===== src/rtl/mem_arbiter.sv =====
// Two-port round-robin arbiter in front of the single-ported MEM block.
// One transaction at a time: IDLE -> ISSUE -> (WAIT) -> DONE -> IDLE.

module mem_arbiter_rport #(
    parameter int DATA_W = 32
) (
    input  logic              clk,
    input  logic              rst,
    input  logic              cap,
    input  logic [DATA_W-1:0] din,
    output logic [DATA_W-1:0] dout
);
    always_ff @(posedge clk or negedge rst) begin
        if (!rst)     dout <= '0;
        else if (cap) dout <= din;
    end
endmodule

module mem_arbiter #(
    parameter int ADDR_W      = 32,
    parameter int DATA_W      = 32,
    parameter int MEM_LATENCY = 1
) (
    input  logic              clk,
    input  logic              rst,
    input  logic              req0,
    input  logic              we0,
    input  logic [ADDR_W-1:0] addr0,
    input  logic [DATA_W-1:0] wdata0,
    input  logic              req1,
    input  logic              we1,
    input  logic [ADDR_W-1:0] addr1,
    input  logic [DATA_W-1:0] wdata1,
    output logic              ready0,
    output logic              ready1,
    output logic [DATA_W-1:0] rdata0,
    output logic [DATA_W-1:0] rdata1,
    output logic              gnt_id,
    output logic              busy,
    output logic              mem_read_ctrl,
    output logic              mem_write_ctrl,
    output logic [ADDR_W-1:0] mem_address,
    output logic [DATA_W-1:0] mem_data_write,
    input  logic [DATA_W-1:0] mem_data_read
);
    localparam int         NUM_PORTS = 2;
    localparam logic [3:0] LAT       = 4'(MEM_LATENCY);

    typedef enum logic [1:0] {IDLE, ISSUE, WAIT, DONE} state_t;

    typedef struct packed {
        logic              we;
        logic [ADDR_W-1:0] addr;
        logic [DATA_W-1:0] wdata;
    } req_t;

    state_t                              state;
    logic   [3:0]                        cnt;
    logic                                last_gnt;
    logic                                lat_we;
    logic   [NUM_PORTS-1:0]              rdy;
    logic   [NUM_PORTS-1:0]              cap;
    logic   [NUM_PORTS-1:0]              req;
    logic                                win;
    req_t   [NUM_PORTS-1:0]              port_req;
    logic   [NUM_PORTS-1:0][DATA_W-1:0]  rdata_q;

    assign req         = {req1, req0};
    assign port_req[0] = {we0, addr0, wdata0};
    assign port_req[1] = {we1, addr1, wdata1};

    // Round-robin: a lone requester wins; on a tie the port not served last wins.
    always_comb begin
        win = 1'b0;
        if (req == 2'b10)      win = 1'b1;
        else if (req == 2'b11) win = ~last_gnt;
    end

    always_ff @(posedge clk or negedge rst) begin
        if (!rst) begin
            state          <= IDLE;
            cnt            <= '0;
            last_gnt       <= 1'b1;
            lat_we         <= 1'b0;
            gnt_id         <= 1'b0;
            busy           <= 1'b0;
            rdy            <= '0;
            mem_read_ctrl  <= 1'b0;
            mem_write_ctrl <= 1'b0;
            mem_address    <= '0;
            mem_data_write <= '0;
        end else begin
            case (state)
                IDLE: begin
                    if (|req) begin
                        lat_we      <= port_req[win].we;
                        gnt_id      <= win;
                        last_gnt    <= win;
                        busy        <= 1'b1;
                        mem_address <= port_req[win].addr;
                        if (port_req[win].we) begin
                            mem_write_ctrl <= 1'b1;
                            mem_data_write <= port_req[win].wdata;
                        end else begin
                            mem_read_ctrl  <= 1'b1;
                        end
                        state <= ISSUE;
                    end
                end
                ISSUE: begin
                    mem_read_ctrl  <= 1'b0;
                    mem_write_ctrl <= 1'b0;
                    mem_data_write <= '0;
                    if (lat_we) begin
                        mem_address  <= '0;
                        rdy[gnt_id]  <= 1'b1;
                        state        <= DONE;
                    end else begin
                        cnt   <= LAT;
                        state <= WAIT;
                    end
                end
                WAIT: begin
                    cnt <= cnt - 4'd1;
                    // Read data is captured by the port register on this same edge.
                    if (cnt == 4'd1) begin
                        mem_address <= '0;
                        rdy[gnt_id] <= 1'b1;
                        state       <= DONE;
                    end
                end
                DONE: begin
                    rdy   <= '0;
                    busy  <= 1'b0;
                    state <= IDLE;
                end
                default: state <= IDLE;
            endcase
        end
    end

    genvar p;
    generate
        for (p = 0; p < NUM_PORTS; p++) begin : g_port
            assign cap[p] = (state == WAIT) && (cnt == 4'd1) && (gnt_id == 1'(p));
            mem_arbiter_rport #(.DATA_W(DATA_W)) u_rport (
                .clk  (clk),
                .rst  (rst),
                .cap  (cap[p]),
                .din  (mem_data_read),
                .dout (rdata_q[p])
            );
        end
    endgenerate

    assign ready0 = rdy[0];
    assign ready1 = rdy[1];
    assign rdata0 = rdata_q[0];
    assign rdata1 = rdata_q[1];

endmodule


===== config.mk =====
export PLATFORM = sky130hd
export DESIGN_NAME = mem_arbiter
export DESIGN_NICKNAME = d
export VERILOG_FILES = /design/src/rtl/mem_arbiter.sv
export SDC_FILE = /design/constraint.sdc
export NUM_CORES = 1
export LEC_CHECK = 0
export ABC_AREA = 1
export CORE_MARGIN = 4
export CORE_UTILIZATION = 30
export DETAILED_ROUTE_END_ITERATION = 7
export SLEW_MARGIN = 20
export SYNTH_ARGS = -nofsm -noshare
export SYNTH_HDL_FRONTEND = slang
export SYNTH_SLANG_ARGS = --single-unit

===== constraint.sdc =====
create_clock -name clk -period 1.65 [get_ports clk]
set_input_delay 0.165 -clock clk [delete_from_list [all_inputs] [get_ports clk]]
set_output_delay 0.165 -clock clk [all_outputs]
set_load 0.01 [all_outputs]

; ---- Yosys cells after proc, flatten, opt, wreduce, memory -nomap -nowiden
; Index checks and enable logic that the tools add are counted.
[op_classes]
magnitude_cmp = 3
shift = 0
bitwise = 3
reduce_logical = 19
n_mul = 0
n_eq_ne = 12
n_div = 0
addsub = 1
n_mux = 30
[ops]
columns = cell, n
row1 = $mux 32, 5
row2 = $mux 65, 2
row3 = $pmux 32 s3, 1
row4 = $pmux 32 s2, 1
row5 = $ne 2x2->1 const B, 6
row6 = $mux 1, 9
row7 = $reduce_and 3->1, 3
row8 = $eq 2x2->1 const B, 4
row9 = $mux 2, 4
row10 = $pmux 2 s4, 1
row11 = $pmux 4 s2, 1
row12 = $reduce_and 2->1, 4
row13 = $pmux 1 s2, 3
row14 = $pmux 2 s3, 1
row15 = $reduce_bool 2->1, 3
row16 = $reduce_bool 3->1, 2
row17 = $eq 4x1->1 const B, 1
row18 = $logic_and 1x1->1, 4
row19 = $lt 1x2->1 const B, 2
row20 = $mux 4, 1
row21 = $reduce_and 4->1, 1
row22 = $sub 4x1->4 const B, 1
row23 = $eq 2x1->1 const B, 1
row24 = $logic_not 2->1, 1
row25 = other kinds (5), 6
[word_totals]
rom_bits = 0
latchBits = 0
wordCells = 81
mem_count = 0
ram_bits = 0
ff_bits = 142
inputBits = 166
output_inout_bits = 134

; ---- Depth between registers and ports, before layout
; Gate-level depths: netlist (run 1).
[logic_depth]
word_depth = 8
mapped_depth = 9
mapped_depth_nobuf = 8

; ---- Hierarchy
; Synthesis (run 1) repeated with hierarchy kept, for this count alone.
[unflattened]
cells_unflattened = 866
hier_area_um2 = 6971.7
[by_module_without_submodules]
columns = module, area_per_inst_um2, seq_area_each_um2, cells_each, n_inst
row1 = mem_arbiter, 4386.7, 1953.1, 594, 1
row2 = mem_arbiter_rport, 1292.5, 800.8, 136, 2

; ---- Least setup slack after synthesis (run 1)
; OpenSTA, ideal clock, no wires.
[synth_timing]
kind = register -> register
start = register state[0]
end = register cnt[2]
path_stages_with_launch = 8
n_path_buf = 0
t_arrival_ps = 1450
t_required_ps = 1530
synth_period_minus_slack_ps = 1570
setup_time_ps = 120
slack_ps = 80
path_cell_list = dfrtp_1 -> inv_1 -> ha_1 -> clkinv_1 -> nor2_1 -> nand2_1 -> nand2_1 -> a21oi_1
[synth_via]
elab_chain_len = 3
word_cells_on_any_way = 6
cone_classes = eq/ne (3) / mux (1) / reduce/logical (2)
[synth_rtl]
columns = element, line
row1 = start: declaration, 57  ; state_t state;
row2 = start signal: assignment, 81  ; state <= IDLE;
row3 = start signal: assignment, 107  ; state <= ISSUE;
row4 = start signal: assignment, 117  ; state <= DONE;
row5 = $eq 2x1->1 or $eq 2x2->1 (tied branches), 93  ; case (state)
row6 = $ne 2x2->1 (no line) or $reduce_bool 2->1 (tied branches), -
row7 = $reduce_and 2->1 (no line), -
row8 = end signal: assignment, 124  ; cnt <= cnt - 4'd1;
row9 = end: declaration, 58  ; logic [3:0] cnt;
; Several ways; a longest one is shown, not always the timed one.
; A chain may end at the register's enable or synchronous reset.

; ---- Worst setup path in the final report (run 1)
[layout_timing]
start = register state[1]
end = register cnt[2]
; Same word-level chain as after synthesis.

==> results of run 1 <==
## metal layers
metal  part of all wire, %  vias to the layer above  GRT usage (%)
met5                     0                        -              0
met4                   1.6                        0           4.96
met3                    11                       23           8.17
met2                    44                      252           28.4
met1                    43                     3032           23.3
li1                      -                     3279              -
## sequential cells by signal, indices dropped and copies added, names as in the netlist, 2 cells and up
signal               cells
cnt                      4
g_port.u_rport.dout     64
mem_address             32
mem_data_write          32
rdy                      2
state                    2
## power groups by stage
stage	Clock [uW]	Combinational [uW]	Sequential [uW]
finish	3640	10500	6070
global route	3940	11600	6290
detailed placement	0	10200	6070
floorplan	0	4030	6710
CTS	3750	10400	6080
global placement	0	10100	6050
## critical path: cells and delay by family, from the launching register on
kind | cells | cell delay (ps)
buf+inv | 4 | 490
flops | 1 | 440
simple gates | 4 | 250
fa+ha+maj | 1 | 190
compound gates | 1 | 110
## worst min path at each step
stage                                             end  slack, ps  cells past startpoint
after floorplan                      busy$_DFFE_PN0P_       -130                      0
after global placement    mem_address[14]$_DFFE_PN0P_         90                      1
after detailed placement  mem_address[14]$_DFFE_PN0P_         80                      1
after CTS                        last_gnt$_DFFE_PN1P_        110                      3
after global routing             last_gnt$_DFFE_PN1P_        130                      3
final                            last_gnt$_DFFE_PN1P_        140                      3
## cells in the final DEF (no fill, tap or decap), types with 2 or more instances in the layout
cell type and instances:
a21oi_1 36, buf_12 15, buf_4 16, buf_6 2, clkbuf_16 19, clkdlybuf4s50_1 296
clkinv_2 2, clkinv_4 3, clkinvlp_4 2, dfrtp_1 139, dfrtp_2 2, ha_1 6
ha_4 2, inv_1 78, inv_6 6, inv_8 2, nand2_1 247, nand2_2 3
nand3_1 103, nand3_2 3, nand3b_1 32, nor2_1 4, o21ai_0 108
## final cells by class
cell class	count	area [sq um]	area share, %
sequential	142	3560	32.5
timing repair buffer	335	3520	32.1
multi-input combinational	552	2660	24.3
clock buffer	17	425	3.89
tap	280	350	3.20
inverter	81	307	2.80
clock inverter	15	126	1.15
antenna	1	2.50	0.0229
## synth_stat cells (3+ instances only)
master / n / share of area, %
nand3b_1: 32 / 3.6
dfrtp_1: 141 / 52
nand3_1: 103 / 7.7
buf_4: 3 / 0.33
o21ai_0: 109 / 8.1
clkbuf_1: 24 / 1.3
a21oi_1: 36 / 2.7
ha_1: 8 / 1.5
nand2_1: 250 / 14
inv_1: 80 / 4.5
buf_2: 27 / 2.0
nor2_1: 4 / 0.22
nand3_2: 4 / 0.60
## metrics by stage
stage,total power [uW],area [sq um]
floorplan,10700,6730
global placement,16100,10200
detailed placement,16200,10200
CTS,20200,10900
global route,21900,10900
finish,20200,10900
## repair_timing
item,4_1_cts,5_1_grt
resized for setup,6,9
setup endpoints to repair,34,66
buffers inserted,0,1
endpoints found under the hold margin,124,0
cloned,1,2
pin swaps,0,3
hold buffers,1,0
## logic make-up after synthesis
kind of cell	count (synthesis)	share of synthesized area, %
fa+ha+maj	8	1.49
compound gates	146	10.9
buf+inv	136	8.26
simple gates	398	26.5
flops	142	52.8
==> metrics.md, run 1 <==
| Metric | Value |
|---|---|
| Req. time, crit path | `1990 ps` |
| Fin. Hold Viols | `0` |
| Post-detail-place hpwl | `16.4 mm` |
| HP Class | `in -> reg` |
| Detailed Routing Iterations Pass 1 | `6` |
| Min Hold Slack | `135 ps` |
| Drt wl/cell | `16.5 microns` |
| Non-Filler Instances | `1423` |
| Sw frac | `39.0%` |
| Outcome | `finished, final reports clean` |
| Core area | `0.0220 sq mm` |
| Critical R2R Launch | `state[1]$_DFFE_PN0P_` |
| Unique masters post-synth | `22` |
| Number of synthesized flops with an enable pin | `0` |
| First-pass GRT wire length | `36.1 mm` |
| Comb pwr share | `51.9%` |
| Final nets | `1303` |
| Worst skew pair latency | `420 ps` |
| Pwr dens | `1840 mW/mm^2` |
| Post-route minimum period | `1570 ps` |
| Starting Density | `30.6%` |
| WL final | `23.5 mm` |
| Crit path launch type | `flop` |
| Crit path arrival time | `1900 ps` |
| Setup_tns | `0 ps` |
| LEAKAGE | `0.00513 uW` |
| Critical path type | `reg -> reg` |
| Die width | `158 microns` |
| Via Count | `6586` |
| 1st-iter DRT viols | `423` |
| Total of max-cap violations | `0` |
| Asr flop ratio synth | `100%` |
| Worst Tran Pin Value | `350 ps` |
| Setup WS post-layout | `84.6 ps` |
| Pin count of the biggest net entering global routing | `65` |
| Initial antenna violation count | `1` |
| Most used cell along the critical path | `nand2_1` |
| Sink Count | `142` |
| Sequential share of the synthesized area | `52.8%` |
| Dpl ws | `-36.5 ps` |
| Clk pin slew, worst setup/hold paths | `60 ps` |
| CTS root buf | `clkbuf_16` |
| Vias in the first global route | `6582` |
| Drt drc | `0` |
| Fmax achieved | `639 MHz` |
| Placer Congestion | `0.813` |
| Routed vias/inst | `4.63` |
| Ports | `300` |
| Final ANT Viol Nets | `0` |
| Final setup fails | `0` |
| Syn Nets | `1004` |
| CTS tree | `yes` |
| Mapped Area | `0.00673 sq mm` |
| Sequential power share | `30.1%` |
| Proportion of layout cells with a drive suffix above 1 | `7.53%` |
| Crit Path Max Fanout | `18` |
| Cts bufs inserted | `17` |
| Crit-path max cell delay | `440 ps` |
| R2r endpoint | `cnt[2]$_DFFE_PN0P_` |
| Die area | `0.0249 sq mm` |
| Fin. max-slew vios | `0` |
| Fill cells | `2107` |
| Synth Register Bits | `142` |
| Clk_skew | `14.5 ps` |
| CP max stage cell | `dfrtp_2` |
| R2R depth | `10` |
| CTS max path bufs | `2` |
| CP Capture Type | `flop` |
| Final core utilization | `49.8%` |
| Crit path to | `cnt[2]$_DFFE_PN0P_` |
| Count of input and output buffers | `299` |
| Syn-to-layout area delta | `62.7%` |
| Ys flop type | `dfrtp_1` |
| RSZ-0062 raised after global routing | `false` |
| Worst Setup SP | `state[1]$_DFFE_PN0P_` |
| Clk pwr share | `18.0%` |
| HP Start | `req1` |
| Flop2flop setup slack | `80 ps` |
| Cell count after placement | `1385` |
| Switch Pwr | `7870 uW` |
| Synth Area per Inst | `8.10 sq um` |
| Post-Syn Instances | `830` |
| Chip Height | `158 microns` |
| Slew margin rel. | `76.7%` |
| Cell row count | `54` |
| Final period util | `94.9%` |
| Depth of the CTS H-tree | `4` |
| Cell Chain, Critical Path | `inv_2, ha_4, buf_12, nand2_1, inv_1, nor2_1, buf_4, nand2_1, nand2_1, a21oi_1` |
| GR Overflow Total | `0` |
| Total GRT Usage | `18.3%` |
| Int Power | `12300 uW` |
| VDD IR max | `0.000846 V` |
| Synth warn | `0` |
Note: power is estimated with default switching activity, not from simulation.
==> run 2: changes to the inputs <==
TNS_END_PERCENT = 1   (was default)
==> results of run 2 <==
No change in the layout: final DEF, timing and power equal those of run 1.
